===== src/rtl/uart_pkg.sv =====
// Shared UART constants: CR code, receive FIFO depth default and baud divisors
// for the 50 MHz system clock.
package uart_pkg;

    localparam logic [7:0]  UART_CR              = 8'h0D;
    localparam int          UART_FIFO_DEPTH_LOG2 = 4;
    localparam int          UART_CLK_HZ          = 50_000_000;
    localparam logic [15:0] UART_DIV_9600        = 16'd5208;
    localparam logic [15:0] UART_DIV_19200       = 16'd2604;
    localparam logic [15:0] UART_DIV_57600       = 16'd868;
    localparam logic [15:0] UART_DIV_115200      = 16'd434;

    function automatic logic is_cr(input logic [7:0] b);
        return (b == UART_CR);
    endfunction

endpackage


===== src/rtl/uart_fifo_mem.sv =====
// Register-array storage for the receive FIFO: synchronous write, asynchronous read.
// Contents are deliberately not reset; validity is tracked by the owner's pointers.
module uart_fifo_mem
    import uart_pkg::*;
#(
    parameter int DEPTH_LOG2 = UART_FIFO_DEPTH_LOG2
) (
    input  logic                  clk,
    input  logic                  wr_en,
    input  logic [DEPTH_LOG2-1:0] waddr,
    input  logic [7:0]            wdata,
    input  logic [DEPTH_LOG2-1:0] raddr,
    output logic [7:0]            rdata
);

    logic [7:0] mem_r [2**DEPTH_LOG2];

    // Store one byte per accepted write.
    always_ff @(posedge clk) begin
        if (wr_en) begin
            mem_r[waddr] <= wdata;
        end
    end

    assign rdata = mem_r[raddr];

endmodule


===== src/rtl/uart_rx_fifo.sv =====
// Receive byte buffer: captures each completed UART frame into a FWFT FIFO and
// tracks how many CR-terminated lines are queued, with a sticky overflow flag.
module uart_rx_fifo
    import uart_pkg::*;
#(
    parameter int DEPTH_LOG2 = UART_FIFO_DEPTH_LOG2
) (
    input  logic                clk,
    input  logic                rst_n,
    input  logic [7:0]          rx_data,
    input  logic                rx_int,
    input  logic                rd_en,
    input  logic                clr_ovf,
    output logic [7:0]          rd_data,
    output logic                empty,
    output logic                full,
    output logic [DEPTH_LOG2:0] count,
    output logic [DEPTH_LOG2:0] line_cnt,
    output logic                line_ready,
    output logic                overflow
);

    localparam logic [DEPTH_LOG2:0]   CNT_ZERO = {(DEPTH_LOG2+1){1'b0}};
    localparam logic [DEPTH_LOG2:0]   CNT_ONE  = {{DEPTH_LOG2{1'b0}}, 1'b1};
    localparam logic [DEPTH_LOG2:0]   CNT_FULL = {1'b1, {DEPTH_LOG2{1'b0}}};
    localparam logic [DEPTH_LOG2-1:0] PTR_ONE  = {{(DEPTH_LOG2-1){1'b0}}, 1'b1};

    logic                  rx_int_d_r;
    logic [DEPTH_LOG2-1:0] wptr_r;
    logic [DEPTH_LOG2-1:0] rptr_r;
    logic [DEPTH_LOG2:0]   count_r;
    logic [DEPTH_LOG2:0]   line_cnt_r;
    logic                  overflow_r;

    logic                  empty_s;
    logic                  full_s;
    logic                  wr_req_s;
    logic                  do_rd_s;
    logic                  do_wr_s;
    logic                  drop_s;
    logic [7:0]            head_s;
    logic [DEPTH_LOG2:0]   count_nxt_s;
    logic [DEPTH_LOG2:0]   line_cnt_nxt_s;
    logic                  overflow_nxt_s;

    assign empty_s  = (count_r == CNT_ZERO);
    assign full_s   = (count_r == CNT_FULL);
    assign wr_req_s = rx_int_d_r & ~rx_int;
    assign do_rd_s  = rd_en & ~empty_s;
    // A pop in the same cycle frees the slot, so a full FIFO still accepts the byte.
    assign do_wr_s  = wr_req_s & (~full_s | do_rd_s);
    assign drop_s   = wr_req_s & full_s & ~do_rd_s;

    uart_fifo_mem #(
        .DEPTH_LOG2 (DEPTH_LOG2)
    ) u_mem (
        .clk   (clk),
        .wr_en (do_wr_s),
        .waddr (wptr_r),
        .wdata (rx_data),
        .raddr (rptr_r),
        .rdata (head_s)
    );

    // Next-state arithmetic for occupancy, line count and overflow flag.
    always_comb begin
        count_nxt_s    = count_r;
        line_cnt_nxt_s = line_cnt_r;
        overflow_nxt_s = overflow_r;

        case ({do_wr_s, do_rd_s})
            2'b10:   count_nxt_s = count_r + CNT_ONE;
            2'b01:   count_nxt_s = count_r - CNT_ONE;
            default: count_nxt_s = count_r;
        endcase

        case ({do_wr_s & is_cr(rx_data), do_rd_s & is_cr(head_s)})
            2'b10:   line_cnt_nxt_s = line_cnt_r + CNT_ONE;
            2'b01:   line_cnt_nxt_s = line_cnt_r - CNT_ONE;
            default: line_cnt_nxt_s = line_cnt_r;
        endcase

        if (drop_s) begin
            overflow_nxt_s = 1'b1;
        end else if (clr_ovf) begin
            overflow_nxt_s = 1'b0;
        end else begin
            overflow_nxt_s = overflow_r;
        end
    end

    // Pointer, counter and flag registers.
    always_ff @(posedge clk or negedge rst_n) begin
        if (!rst_n) begin
            rx_int_d_r <= 1'b0;
            wptr_r     <= {DEPTH_LOG2{1'b0}};
            rptr_r     <= {DEPTH_LOG2{1'b0}};
            count_r    <= CNT_ZERO;
            line_cnt_r <= CNT_ZERO;
            overflow_r <= 1'b0;
        end else begin
            rx_int_d_r <= rx_int;
            if (do_wr_s) begin
                wptr_r <= wptr_r + PTR_ONE;
            end
            if (do_rd_s) begin
                rptr_r <= rptr_r + PTR_ONE;
            end
            count_r    <= count_nxt_s;
            line_cnt_r <= line_cnt_nxt_s;
            overflow_r <= overflow_nxt_s;
        end
    end

    assign rd_data    = empty_s ? 8'h00 : head_s;
    assign empty      = empty_s;
    assign full       = full_s;
    assign count      = count_r;
    assign line_cnt   = line_cnt_r;
    assign line_ready = (line_cnt_r != CNT_ZERO);
    assign overflow   = overflow_r;

endmodule

===== config.mk =====
export PLATFORM = sky130hd
export DESIGN_NAME = uart_rx_fifo
export DESIGN_NICKNAME = d
export VERILOG_FILES = /design/src/rtl/uart_pkg.sv /design/src/rtl/uart_fifo_mem.sv /design/src/rtl/uart_rx_fifo.sv
export SDC_FILE = /design/constraint.sdc
export NUM_CORES = 1
export LEC_CHECK = 0
export CAP_MARGIN = 15
export CORE_MARGIN = 2
export CORE_UTILIZATION = 52
export CTS_CLUSTER_SIZE = 25
export DETAILED_ROUTE_END_ITERATION = 8
export GPL_TIMING_DRIVEN = 1
export HOLD_SLACK_MARGIN = 0.05
export PLACE_DENSITY = 0.74
export SETUP_SLACK_MARGIN = 0.1
export SYNTH_ARGS = -nofsm -noshare
export SYNTH_HDL_FRONTEND = slang
export SYNTH_SLANG_ARGS = --single-unit

===== constraint.sdc =====
create_clock -name clk -period 3.2 [get_ports clk]
set_input_delay 0.8 -clock clk [delete_from_list [all_inputs] [get_ports clk]]
set_output_delay 0.8 -clock clk [all_outputs]
set_load 0.1 [all_outputs]

---- After elaboration in Yosys (flattened, before gate mapping) ----
Memory sizes are Yosys's and may differ from the RTL's.
Cells that the tools add are included.
storage, ports and cells
  output and inout port bits .............. 22
  memories kept ........................... 1
  bits in registers ....................... 20
  logic and storage cells ................. 44
  input port bits ......................... 13
  memory bits (writable) .................. 128
cells by class
  reduce and logical (&&, ||, !) cells .... 5
  muxes and demuxes ....................... 7
  equality and inequality tests ........... 7
  bitwise logic cells ..................... 12
  add/sub/neg operators ................... 6
memory list
  name         words  bits a word  rd ports  clocked after Yosys merged registers in  wr ports  RTL line             text
  u_mem.mem_r  16     8            1         0                                        1         uart_fifo_mem.sv:16  logic [7:0] mem_r [2**DEPTH_LOG2];
operators with widths
  operator               number
  $pmux W5 S2            2
  $eq A8 B4 Y1 const B   2
  $add A5 B1 Y5 const B  2
  $sub A5 B1 Y5 const B  2
  $add A4 B1 Y4 const B  2
  $mux W8                1
  $and A1 B1 Y1          7
  $reduce_bool A2 Y1     3
  $eq A5 B5 Y1 const B   1
  $logic_not A5 Y1       1
  $reduce_bool A5 Y1     1
  $eq A2 B1 Y1 const B   2
  $eq A2 B2 Y1 const B   2
  $mux W1                4
  $not A1 Y1             4
  $or A1 B1 Y1           1

---- Longest topological paths before layout ----
Gate-level depths: netlist (run 1).
  depth in word-level cells ............... 8
  gate-level depth with buffers ........... 15
  mapped depth without buffers ............ 13

---- Hierarchy ----
A second synthesis (run 1) with hierarchy kept.
second synthesis, totals
  cell total of the unflattened synthesis .. 359
  area total of the unflattened synthesis .. 6341.1 um^2
by module, submodules not included
  module         area an instance (um^2)  cells an instance  seq. area each (um^2)  instances
  uart_fifo_mem  4987.3                   221                3843.7                 1
  uart_rx_fifo   1353.8                   138                500.5                  1

---- Least setup slack after synthesis (run 1) ----
OpenSTA, ideal clock, no wires.
  path kind ............................... reg2out
  from .................................... register count_r[1], in the netlist count[1]
  to ...................................... output rd_data[4]
  path slack .............................. -1257 ps
  data required time ...................... 2400 ps
  arrival time ............................ 3657 ps
  buffers on the path ..................... 0
  cell stages (with the launch flop) ...... 4
  path through ............................ dfrtp_1 -> or4_1 -> nor2_2 -> nor3_1
between the ends
  longest elaborated chain between the ends .. 2
RTL lines
  item                      RTL line             text
  start: declaration        uart_rx_fifo.sv:31   logic [DEPTH_LOG2:0] count_r;
  start signal: assignment  uart_rx_fifo.sv:109  count_r <= count_nxt_s;
  $logic_not A5 Y1          uart_rx_fifo.sv:46   assign empty_s = (count_r == CNT_ZERO);
  via empty                 uart_rx_fifo.sv:15   output logic empty,
  $mux W8                   uart_rx_fifo.sv:115  assign rd_data = empty_s ? 8'h00 : head_s;
  end: declaration          uart_rx_fifo.sv:14   output logic [7:0] rd_data,
The timed path passes the listed nets, and every way through them passes these cells.

---- Worst setup path after layout (run 1) ----
  from .................................... register rptr_r[0]
  to ...................................... register line_cnt_r[4], in the netlist line_cnt[4]
between the ends
  longest elaborated chain between the ends .. 5
  elaborated cells between the ends (all ways) .. 7
  classes of those cells .................. eq/ne (3); mux (1); bitwise (1); reduce/logical (1); memory (1)
RTL lines
  item                                               RTL line             text
  start: declaration                                 uart_rx_fifo.sv:30   logic [DEPTH_LOG2-1:0] rptr_r;
  start signal: assignment                           uart_rx_fifo.sv:97   rptr_r <= {DEPTH_LOG2{1'b0}};
  start signal: assignment                           uart_rx_fifo.sv:107  rptr_r <= rptr_r + PTR_ONE;
  $mem_v2 Z16 W8 (*)                                 n/a
  $eq A8 B4 Y1 (*)                                   uart_pkg.sv:14       return (b == UART_CR);
  $and A1 B1 Y1 (*)                                  uart_rx_fifo.sv:77   case ({do_wr_s & is_cr(rx_data), do_rd_s & is_cr(head_s)})
  $eq A2 B1 Y1 or $eq A2 B2 Y1 (tied branches)       uart_rx_fifo.sv:77
  $pmux W5 S2 or $reduce_bool A2 Y1 (tied branches)  n/a
  end signal: assignment                             uart_rx_fifo.sv:110  line_cnt_r <= line_cnt_nxt_s;
  end: declaration                                   uart_rx_fifo.sv:32   logic [DEPTH_LOG2:0] line_cnt_r;
Mark *: on every way between the ends. The rest lies on a longest branch, timed or not.
A chain may end at the register's enable or synchronous reset.

==> metrics.log, run 1 <==
INFO  metric power.share.combinational = about half
INFO  metric total_gr_overflow = 0
INFO  metric power.ir.vdd_worst = 1.01 mV
INFO  metric clock_pin_slew_on_the_worst_setup_and_hold_paths = roughly 60 ps
INFO  metric regToRegSetupSlack = -250 ps
INFO  metric fillerInstances = ~670
INFO  metric firstDrtPassIters = 5
INFO  metric floorplan.io_pins = 35
INFO  metric detailed_place_hpwl = between 9000 and 10000 um
INFO  metric grt_first_pass_wirelength = 21600 um
INFO  metric ratio_of_cells_with_drive_above_1_in_the_final_layout = approximately 42%
INFO  metric initial_cell_density_of_the_core = between 50 and 60%
INFO  metric swShare = 39.0%
INFO  metric violations = setup timing
INFO  metric worst_setup_path_end_kind = flop
INFO  metric dp_worst_setup_slack = -344 ps
INFO  metric cts_buffer_depth = 2
INFO  metric area_growth_from_synthesis_to_layout = 32.9%
INFO  metric initial_antenna_violation_count = 0
INFO  metric critical_path_required = 3530 ps
INFO  metric worst-r2r-cell-count = 13
INFO  metric p_leak = approximately 3.0 nW
INFO  metric routed-via-count = roughly 3700
INFO  metric synth.ff_latch_count = around 150
INFO  metric worstReg2RegEnd = line_cnt[4]
INFO  metric total_power = between 8 and 9 mW
INFO  metric finish.utilization = a little over 70%
INFO  metric critical_path_peak_fanout = 6
INFO  metric grt_pass1_vias = about 3800
INFO  metric yosys.cell_types.count = 37
INFO  metric power_per_cell_area = between 1000 and 1500 mW/mm2
INFO  metric worst_slew_margin_rel = 71.5%
INFO  metric max_clock_freq = about 290 MHz
INFO  metric final.period_utilization = 108%
INFO  metric timing.max_cap.violations = 0
INFO  metric critical_path_arrival = around 3800 ps
INFO  metric synth_cells = 344
INFO  metric pwr-share-clk = between 20% and 30%
INFO  metric tritoncts_buffer_count = 17
INFO  metric diodes = 0
INFO  metric detail-route-antenna-nets = 0
INFO  metric die_height = about 110 um
INFO  metric fp.coreArea = between 0.01 and 0.015 mm2
INFO  metric yosysWarningCount = 0
INFO  metric clock-skew-final = around 13 ps
INFO  metric cts_tree = built
INFO  metric status = finished, violations left
INFO  metric switching_power = roughly 3.4 mW
INFO  metric power_report.internal_total = 5.25 mW
INFO  metric die_area = roughly 0.013 mm2
INFO  metric avgSynthCellArea = 17.9 um2
INFO  metric largest_net_degree_at_the_start_of_global_routing = 21
INFO  metric timing.final.max_slew_violations = 0
INFO  metric cts_root_buf = sky130_fd_sc_hd__clkbuf_16
INFO  metric layout_setup_ws = -253 ps
INFO  metric die_x = ~110 um
INFO  metric rows = 39
INFO  metric synth_nets = around 370
INFO  metric drc_errors = 0
INFO  metric synth.cell_area = 0.00615 mm2
INFO  metric setup_repair_after_global_routing_missed_its_margin = yes
INFO  metric route.detailed.wl_per_inst = 22.4 um
INFO  metric finish.net_count = between 400 and 500
INFO  metric hold_viol = 0
INFO  metric io_buffers = 34
INFO  metric gp_congestion = about 0.84
INFO  metric totalWireLength = between 10000 and 15000 um
INFO  metric hold_buffers = 0
INFO  metric max_h_tree_level = 4
INFO  metric critical_path.startpoint = rptr_r[0]
INFO  metric timing.hold.ws = approximately 530 ps
INFO  metric worst_hold_path_type = flop to flop
INFO  metric iter_0_drt_violations = slightly below 400
INFO  metric gr-usage-all-layers = a little under a quarter
INFO  metric worst_setup_path_end = line_cnt[4]
INFO  metric detail_route.vias_per_cell = approximately 6
INFO  metric critPathLaunchType = flop
INFO  metric setup_viol = 3
INFO  metric crit_type = flop to flop
INFO  metric seqPwrFrac = around 29%
INFO  metric finalWorstPathRequiredPeriod = ~3500 ps
INFO  metric tritoncts_num_sinks = about 150
INFO  metric crit-reg2reg-launch = rptr_r[0]
INFO  metric synth_seq_area_share = a little over two thirds
INFO  metric tightest_slew = 426 ps
INFO  metric clk_latency = about 420 ps
==> registers in the layout, summed over array words and instances, names as in the netlist <==
register / flops
line_cnt: 5
wptr_r: 4
rptr_r: 4
rx_int_d_r: 1
overflow: 1
u_mem.mem_r: 128
count: 5
==> synth_stat cells <==
master                     number  share of area, %
sky130_fd_sc_hd__a21o_1         3              0.37
sky130_fd_sc_hd__a21oi_1        5              0.41
sky130_fd_sc_hd__a22oi_1        3              0.37
sky130_fd_sc_hd__a22oi_2        1              0.20
sky130_fd_sc_hd__a31oi_1        2              0.20
sky130_fd_sc_hd__and3_1         4              0.41
sky130_fd_sc_hd__and4b_1        1              0.16
sky130_fd_sc_hd__buf_1          4              0.24
sky130_fd_sc_hd__buf_2          3              0.24
sky130_fd_sc_hd__buf_4          1              0.12
sky130_fd_sc_hd__buf_6          1              0.18
sky130_fd_sc_hd__clkbuf_1       3              0.18
sky130_fd_sc_hd__dfrtp_1       20               8.1
sky130_fd_sc_hd__edfxtp_1     128                62
sky130_fd_sc_hd__fa_1           2              0.65
sky130_fd_sc_hd__ha_1          12               2.4
sky130_fd_sc_hd__inv_1         13              0.79
sky130_fd_sc_hd__mux2_2         4              0.73
sky130_fd_sc_hd__mux2i_1        5              0.81
sky130_fd_sc_hd__mux4_1         9               3.8
sky130_fd_sc_hd__mux4_2        23               8.4
sky130_fd_sc_hd__nand2_1       19               1.2
sky130_fd_sc_hd__nand2b_1       5              0.51
sky130_fd_sc_hd__nand3_1        6              0.49
sky130_fd_sc_hd__nand4_1        2              0.20
sky130_fd_sc_hd__nor2_1        19               1.2
sky130_fd_sc_hd__nor2_2         1              0.10
sky130_fd_sc_hd__nor2b_1        3              0.30
sky130_fd_sc_hd__nor3_1         8              0.65
sky130_fd_sc_hd__nor4_1         3              0.30
sky130_fd_sc_hd__nor4_2         1              0.20
sky130_fd_sc_hd__o21ai_0        5              0.41
sky130_fd_sc_hd__o22ai_1        8              0.81
sky130_fd_sc_hd__or2_2          1              0.10
sky130_fd_sc_hd__or4_1          2              0.24
sky130_fd_sc_hd__xnor2_1       10               1.4
sky130_fd_sc_hd__xor2_1         4              0.57
==> power groups by stage <==
| stage | Combinational (mW) | Sequential (mW) | Clock, mW |
|---|---|---|---|
| final | 4.33 | 2.47 | 1.81 |
| after CTS | 4.16 | 2.47 | 1.83 |
| after global routing | 4.50 | 2.49 | 1.91 |
| after global placement | 3.81 | 2.49 | 0 |
| after floorplan | 2.30 | 2.71 | 0 |
| after detailed placement | 3.88 | 2.51 | 0 |
==> worst max-delay path: stages (launching register included) <==
cell,delay (ps)
sky130_fd_sc_hd__dfrtp_2,470
sky130_fd_sc_hd__mux4_2,540
sky130_fd_sc_hd__a22oi_2,230
sky130_fd_sc_hd__nand3_1,110
sky130_fd_sc_hd__or4_4,560
sky130_fd_sc_hd__nor4_4,140
sky130_fd_sc_hd__ha_2,230
sky130_fd_sc_hd__inv_2,50
sky130_fd_sc_hd__fa_2,350
sky130_fd_sc_hd__nor2b_1,110
sky130_fd_sc_hd__o21ai_1,110
sky130_fd_sc_hd__and3_1,190
sky130_fd_sc_hd__nor3_2,130
sky130_fd_sc_hd__xor2_1,160
==> cell type report <==
| cell class | instances | area, um2 | area share, % |
|---|---|---|---|
| flip-flops and latches | 148 | 4360 | 53.3 |
| multi-input cells | 171 | 1900 | 23.3 |
| repair buffers | 120 | 1150 | 14.1 |
| clock buffers | 23 | 458 | 5.60 |
| well taps | 143 | 179 | 2.19 |
| clock inverters | 9 | 83.8 | 1.02 |
| inverters | 13 | 48.8 | 0.597 |
==> layer usage <==
metal / global-route usage [%] / routed length (um) / vias up
li1: - / - / 1611
met1: 31.8 / 5790 / 1889
met2: 36.5 / 7070 / 160
met3: 6.27 / 875 / 27
met4: 9.51 / 304 / 0
met5: 0 / 0 / -
==> stage by stage <==
step	cells	setup TNS, ps	cell area (um2)
after floorplan	344	-294	6260
after global placement	584	-375	7370
after detailed placement	584	-661	7370
after CTS	622	-583	8060
after global routing	627	-1390	8180
final	627	-669	8180
==> worst min path at each step <==
stage / cells past startpoint / from / to / slack, ps
global route: 1 / line_cnt[4] / line_cnt[4] / 550
CTS: 1 / line_cnt[4] / line_cnt[4] / 520
finish: 1 / line_cnt[4] / line_cnt[4] / 530
detailed placement: 1 / line_cnt[4] / line_cnt[4] / 510
floorplan: 0 / rst_n / count[0] / 500
global placement: 1 / line_cnt[4] / line_cnt[4] / 480
==> what timing repair did <==
action | in CTS | in global routing
cloned | 0 | 1
endpoints found under the setup margin | 10 | 11
pin swaps | 7 | 16
setup buffers | 7 | 7
resized for setup | 30 | 15
==> cell families after synthesis <==
family                     synth area share (%)
buffers and inverters                      1.77
AOI/OAI and AO/OA                          2.76
xor gates and xnor gates                   1.99
adders and majority gates                  3.09
and+or+nand+nor                            6.00
DFF                                        70.6
muxes                                      13.8
==> placed cells by master, fill, tap and decap left out, types with 4 or more instances in the layout <==
cell,n
sky130_fd_sc_hd__ha_1,10
sky130_fd_sc_hd__clkinvlp_4,4
sky130_fd_sc_hd__clkbuf_16,18
sky130_fd_sc_hd__nor2_1,14
sky130_fd_sc_hd__nand3_1,5
sky130_fd_sc_hd__mux4_2,26
sky130_fd_sc_hd__xor2_1,4
sky130_fd_sc_hd__buf_6,14
sky130_fd_sc_hd__xnor2_1,10
sky130_fd_sc_hd__clkbuf_1,5
sky130_fd_sc_hd__nand2b_1,5
sky130_fd_sc_hd__nor2_4,5
sky130_fd_sc_hd__buf_4,81
sky130_fd_sc_hd__buf_12,12
sky130_fd_sc_hd__dfrtp_1,14
sky130_fd_sc_hd__nand2_1,18
sky130_fd_sc_hd__inv_1,12
sky130_fd_sc_hd__mux2i_1,5
sky130_fd_sc_hd__nor3_1,4
sky130_fd_sc_hd__dfrtp_2,4
sky130_fd_sc_hd__mux2_2,4
sky130_fd_sc_hd__mux4_1,6
sky130_fd_sc_hd__edfxtp_1,128
sky130_fd_sc_hd__clkdlybuf4s50_1,12
(Power assumes the default switching activity.)
==> inputs of run 2 (changes only) <==
--- a/config.mk
+++ b/config.mk
@@ -8,6 +8,7 @@
 export CAP_MARGIN = 15
 export CORE_MARGIN = 2
 export CORE_UTILIZATION = 52
+export CTS_CLUSTER_DIAMETER = 60
 export CTS_CLUSTER_SIZE = 25
 export DETAILED_ROUTE_END_ITERATION = 8
 export GPL_TIMING_DRIVEN = 1
==> results of run 2 <==
No change in the layout: final DEF, timing and power equal those of run 1.
